**src/rtl/fmap_ram_stream_reader.sv**
```systemverilog
// rtl/fmap_ram_stream_reader.sv - sequential RAM port-B reader feeding a valid/ready stream
module fmap_ram_stream_reader #(
  parameter int WIDTH    = 8,
  parameter int ADDR_BIT = 10,
  parameter int DEPTH    = 1024
) (
  input  logic                clk,
  input  logic                rst,
  input  logic                start,
  input  logic [ADDR_BIT-1:0] base_addr,
  input  logic [ADDR_BIT:0]   length,
  output logic                busy,
  output logic                done,
  output logic                ram_en,
  output logic [ADDR_BIT-1:0] ram_addr,
  input  logic [WIDTH-1:0]    ram_dout,
  output logic                m_valid,
  input  logic                m_ready,
  output logic [WIDTH-1:0]    m_data
);

  typedef enum logic [1:0] {IDLE, READ, DRAIN, FINISH} state_t;

  state_t              state, state_nx;
  logic [ADDR_BIT-1:0] next_addr;   // address of the next read to issue
  logic [ADDR_BIT-1:0] held_addr;   // last issued address, shown while not issuing
  logic [ADDR_BIT:0]   remaining;
  logic                inflight;    // a read was issued last cycle; its data is on ram_dout now
  logic [1:0]          fifo_cnt;
  logic [WIDTH-1:0]    head, tail;
  logic                pop, push, accept;
  logic [2:0]          occ;

  assign pop     = m_valid && m_ready;
  assign push    = inflight;
  assign accept  = (state == IDLE) && start;
  assign m_valid = (fifo_cnt != 2'd0);
  assign m_data  = head;
  // Slots already claimed: words held in the FIFO plus the word still coming out of the RAM.
  assign occ     = {1'b0, fifo_cnt} + {2'b00, inflight};

  // State register.
  always_ff @(posedge clk or posedge rst) begin
    if (rst) state <= IDLE;
    else     state <= state_nx;
  end

  // Next state, issue decision and status outputs.
  always_comb begin
    state_nx = state;
    busy     = 1'b0;
    done     = 1'b0;
    ram_en   = 1'b0;
    ram_addr = held_addr;
    case (state)
      IDLE: begin
        ram_addr = '0;
        if (start) state_nx = (length == '0) ? FINISH : READ;
      end
      READ: begin
        busy = 1'b1;
        // Issue only if the word will have a FIFO slot when it lands, counting this cycle's pop.
        if ((remaining != '0) && (occ < (3'd2 + {2'b00, pop}))) begin
          ram_en   = 1'b1;
          ram_addr = next_addr;
          if (remaining == (ADDR_BIT+1)'(1)) state_nx = DRAIN;
        end
      end
      DRAIN: begin
        busy = 1'b1;
        // Leave as soon as the last word is being accepted so done follows it directly.
        if (!inflight && ((fifo_cnt == 2'd0) || ((fifo_cnt == 2'd1) && pop))) state_nx = FINISH;
      end
      FINISH: begin
        busy     = 1'b1;
        done     = 1'b1;
        state_nx = IDLE;
      end
      default: state_nx = IDLE;
    endcase
  end

  // Read address / count bookkeeping and the in-flight marker.
  always_ff @(posedge clk or posedge rst) begin
    if (rst) begin
      next_addr <= '0;
      held_addr <= '0;
      remaining <= '0;
      inflight  <= 1'b0;
    end else begin
      inflight <= ram_en;
      if (accept) begin
        next_addr <= base_addr;
        remaining <= length;
      end else if (ram_en) begin
        held_addr <= next_addr;
        next_addr <= (next_addr == ADDR_BIT'(DEPTH - 1)) ? '0 : next_addr + 1'b1;
        remaining <= remaining - 1'b1;
      end
    end
  end

  // Two-entry output FIFO; head always drives m_data.
  always_ff @(posedge clk or posedge rst) begin
    if (rst) begin
      fifo_cnt <= 2'd0;
      head     <= '0;
      tail     <= '0;
    end else begin
      case ({push, pop})
        2'b10: begin
          if (fifo_cnt == 2'd0) head <= ram_dout;
          else                  tail <= ram_dout;
          fifo_cnt <= fifo_cnt + 2'd1;
        end
        2'b01: begin
          head     <= tail;
          fifo_cnt <= fifo_cnt - 2'd1;
        end
        2'b11: begin
          if (fifo_cnt == 2'd1) begin
            head <= ram_dout;
          end else begin
            head <= tail;
            tail <= ram_dout;
          end
        end
        default: ;
      endcase
    end
  end

  // The issue rule must never let claimed slots exceed the FIFO size.
  a_no_overflow: assert property (@(posedge clk) disable iff (rst) occ <= 3'd2);

endmodule
```
**config.mk**
```make
export PLATFORM = sky130hd
export DESIGN_NAME = fmap_ram_stream_reader
export DESIGN_NICKNAME = d
export VERILOG_FILES = /design/src/rtl/fmap_ram_stream_reader.sv
export SDC_FILE = /design/constraint.sdc
export NUM_CORES = 1
export LEC_CHECK = 0
export ABC_CLOCK_PERIOD_IN_PS = 3000
export BUFFER_PORTS_ARGS = -buffer_cell sky130_fd_sc_hd__buf_2
export CAP_MARGIN = 10
export CORE_MARGIN = 4
export CORE_UTILIZATION = 44
export CTS_BUF_LIST = sky130_fd_sc_hd__clkbuf_16
export CTS_CLUSTER_DIAMETER = 100
export DETAILED_ROUTE_END_ITERATION = 12
export GPL_TIMING_DRIVEN = 0
export HOLD_SLACK_MARGIN = 0.08
export PLACE_DENSITY = 0.65
export RECOVER_POWER = 25
export SYNTH_ARGS = -nofsm -noshare
export SYNTH_HDL_FRONTEND = slang
export SYNTH_SLANG_ARGS = --single-unit
```
**constraint.sdc**
```tcl
create_clock -name clk -period 3 [get_ports clk]
set_clock_uncertainty 0.2 [all_clocks]
set_input_delay 0.45 -clock clk [delete_from_list [all_inputs] [get_ports clk]]
set_output_delay 0.45 -clock clk [all_outputs]
set_load 0.02 [all_outputs]
```
==> flow_metrics.py <==
metrics = {
    "clock_tree": {
        "clock-sinks": 52,
        "clock_tree.root_cell": "clkbuf_16",
        "cts_tree": "done",
        "htreeDepth": 2,
        "cts.clk_slew.worst_paths_ns": 0.07,
        "clock_latency_ns": 0.29,
        "clock_path_buffers": 2,
        "cts_made_buffers": 5,
    },
    "sta": {
        "slew_viol_final": 0,
        "hold_violations": 0,
        "period_needed_ns": 2.98,
        "rsz0062_at_grt": "true",
        "fmax_mhz": 335,
        "finalWorstSetupSlack_ns": 0.0188,
        "fin_tns_setup_ns": 0,
        "holdWs_ns": 0.194,
        "min_period_over_period_pct": 99.4,
        "relSlewSlack_pct": 25.1,
        "worst_slew_pin_slew_ns": 1.10,
        "setup_violations": 0,
    },
    "global_route": {
        "antenna_found_initial": 0,
        "grt_max_degree": 30,
        "globalRouteOverflowTotal": 0,
        "grt_pass1_wl_um": 13900,
        "grt_usage_pct": 20.3,
        "grt_pass1_vias": 2797,
    },
    "synth": {
        "synthFlopType": "dfrtp_1",
        "synth_seq_cells": 52,
        "syn-instance-count": 330,
        "seq_area_frac_synth_pct": 41.9,
        "async_flop_share_pct": 100,
        "synth_nets": 377,
        "synth-edff-count": 0,
        "yosys.cell_types.count": 54,
        "ys_warn_count": 0,
        "syn_avg_cell_area_um2": 9.42,
        "synth_area_mm2": 0.00311,
    },
    "power": {
        "vdd_drop_max_mv": 0.565,
        "p_per_area_mw_per_mm2": 1210,
        "p_leak_nw": 1.67,
    },
    "detailed_routing": {
        "met2_wirelength_um": 4020,
        "vias_per_cell": 5.73,
        "topRoutingLayerUsed": "met4",
        "firstDrtPassIters": 4,
        "ant_nets": 0,
        "drt_wl_total_um": 8320,
        "drt_iter0_drc": 147,
        "wl_met3_um": 414,
        "drcViolationCount": 0,
        "vias": 2897,
        "post_drt_wl_per_cell_um": 16.4,
        "wl_met1_um": 3730,
    },
    "finish": {
        "register_area_mm2": 0.00130,
        "final_nets": 456,
        "multi_input_area_mm2": 0.00179,
        "antenna_cells": 0,
        "final_common_cell": "dfrtp_1",
        "drive_above_1_share_pct": 32.7,
        "fill_cells": 643,
        "syn_to_final_growth_pct": 28.9,
        "layout_common_cells": "51 x dfrtp_1, 41 x buf_2, 36 x nand2_1",
        "stdcell_count": 506,
        "fin_area_mm2": 0.00401,
    },
    "critical_path": {
        "crit_start": "fifo_cnt[0]$_DFFE_PP0P_",
        "crit_fanout": 5,
        "required_ns": 2.35,
        "rr_startpoint": "fifo_cnt[0]$_DFFE_PP0P_",
        "crit_chain": "inv_2 -> ha_4 -> or3b_4 -> a211oi_4 -> clkbuf_8 -> nand3_2 -> o21ai_1 -> buf_4",
        "critPathArrivalTime_ns": 2.33,
        "regToRegSetupSlack_ns": 0.19,
        "crit_type": "flip-flop to output pin",
        "reg2reg_to": "remaining[9]$_DFFE_PP0P_",
        "crit_path_end_kind": "output pin",
        "max_stage_delay_ns": 0.43,
        "start_kind": "flip-flop",
        "cp_slowest_cell": "dfrtp_1",
        "critPathCapture": "ram_addr[4]",
        "ff2ff_path_depth": 6,
    },
    "placement": {
        "hpwlAfterDp_um": 5700,
        "pre_cts_ws_ns": -0.392,
        "placed_cells": 481,
        "placed_cell_area_mm2": 0.00352,
        "gp_congestion": 0.845,
        "io_buffers": 54,
    },
    "outcome": {
        "status": "finished clean",
    },
    "floorplan": {
        "core-area_mm2": 0.00683,
        "die-area_mm2": 0.00847,
        "pin_count": 55,
        "start_util_pct": 45.5,
        "dieWidth_um": 92.0,
        "rows": 30,
        "die_h_um": 92.0,
    },
    "flow_run": {
        "maxCapViolations": 0,
    },
    "hold_path": {
        "hold_class": "primary input to flip-flop",
        "hold_depth": 3,
    },
}
[registers in the layout (all words and copies together) (netlist names)]
| name | count |
|---|---|
| remaining | 11 |
| held_addr | 10 |
| next_addr | 10 |
| m_data | 8 |
| tail | 8 |
| fifo_cnt | 2 |
| state | 2 |
| inflight | 1 |
[report_power, final]
part / total, mW / switching (mW) / internal, mW
registers: 1.38 / 0.321 / 1.06
clock network: 0.593 / 0.277 / 0.316
logic: 2.88 / 1.57 / 1.31
[worst min-delay path by stage]
stage / start / end / slack, ns
final: length[10] / remaining[10]$_DFFE_PP0P_ / 0.19
after global routing: ram_dout[2] / tail[2]$_DFFE_PP0P_ / 0.20
after CTS: length[2] / remaining[2]$_DFFE_PP0P_ / 0.19
after detailed placement: m_data[1]$_DFFE_PP0P_ / m_data[1]$_DFFE_PP0P_ / 0.26
after global placement: m_data[0]$_DFFE_PP0P_ / m_data[0]$_DFFE_PP0P_ / 0.26
after floorplan: held_addr[0]$_DFFE_PP0P_ / held_addr[0]$_DFFE_PP0P_ / 0.28
[synth_stat cells, drive strengths merged, types with 6 or more instances]
cell type | n | area, um^2
or4 | 10 | 78.8
buf | 6 | 42.5
nor2 | 24 | 92.6
dfrtp | 52 | 1300
nand2 | 37 | 141
nand3 | 17 | 90.1
o31ai | 10 | 75.1
a21oi | 7 | 35.0
nand4 | 7 | 43.8
a31oi | 15 | 93.8
clkbuf | 11 | 61.3
ha | 14 | 175
a22oi | 8 | 60.1
o21ai | 27 | 135
mux2 | 18 | 203
inv | 14 | 52.6
[critical path, delay by kind of cell (launching register included)]
kind	cells	cell delay [ns]
and+or+nand+nor	2	0.49
DFF	1	0.43
AOI/OAI and AO/OA	2	0.46
buffers and inverters	3	0.48
adders and majority gates	1	0.18
[per-stage QoR]
step | power, mW | utilization (%)
CTS | 4.54 | 56.5
floorplan | 3.00 | -
detailed placement | 3.67 | 51.5
global route | 5.23 | 58.7
global placement | 3.60 | 51.2
finish | 4.85 | 58.7
[per-layer routing]
metal / vias up / track usage, %
met5: - / 0
li1: 1399 / -
met3: 16 / 2.87
met2: 88 / 33.3
met4: 0 / 6.31
met1: 1394 / 27.8
[what timing repair did]
action | 4_1_cts | 5_1_grt
endpoints found under the setup margin | 11 | 10
setup buffers | 7 | 8
endpoints found under the hold margin | 23 | 0
resized for setup | 28 | 36
hold buffers | 1 | 0
pin swaps | 2 | 4
cloned | 1 | 0
[cell families after synthesis]
kind of cell               after synthesis  share of synthesized area (%)
and+or+nand+nor                        127                           21.7
AOI/OAI and AO/OA                       84                           18.0
DFF                                     52                           41.9
buffers and inverters                   31                           5.03
muxes                                   20                           7.17
adders and majority gates               14                           5.64
xor gates and xnor gates                 2                          0.564
[cell type report]
| type | count | share of cell area [%] |
|---|---|---|
| timing repair buffer | 72 | 11.3 |
| tap | 96 | 3.00 |
| inverter | 14 | 1.31 |
| sequential | 52 | 32.5 |
| clock buffer | 5 | 3.12 |
| multi-input combinational | 247 | 44.6 |
| buffer | 17 | 3.56 |
| clock inverter | 3 | 0.624 |
Power figures use the tool's default switching activity.
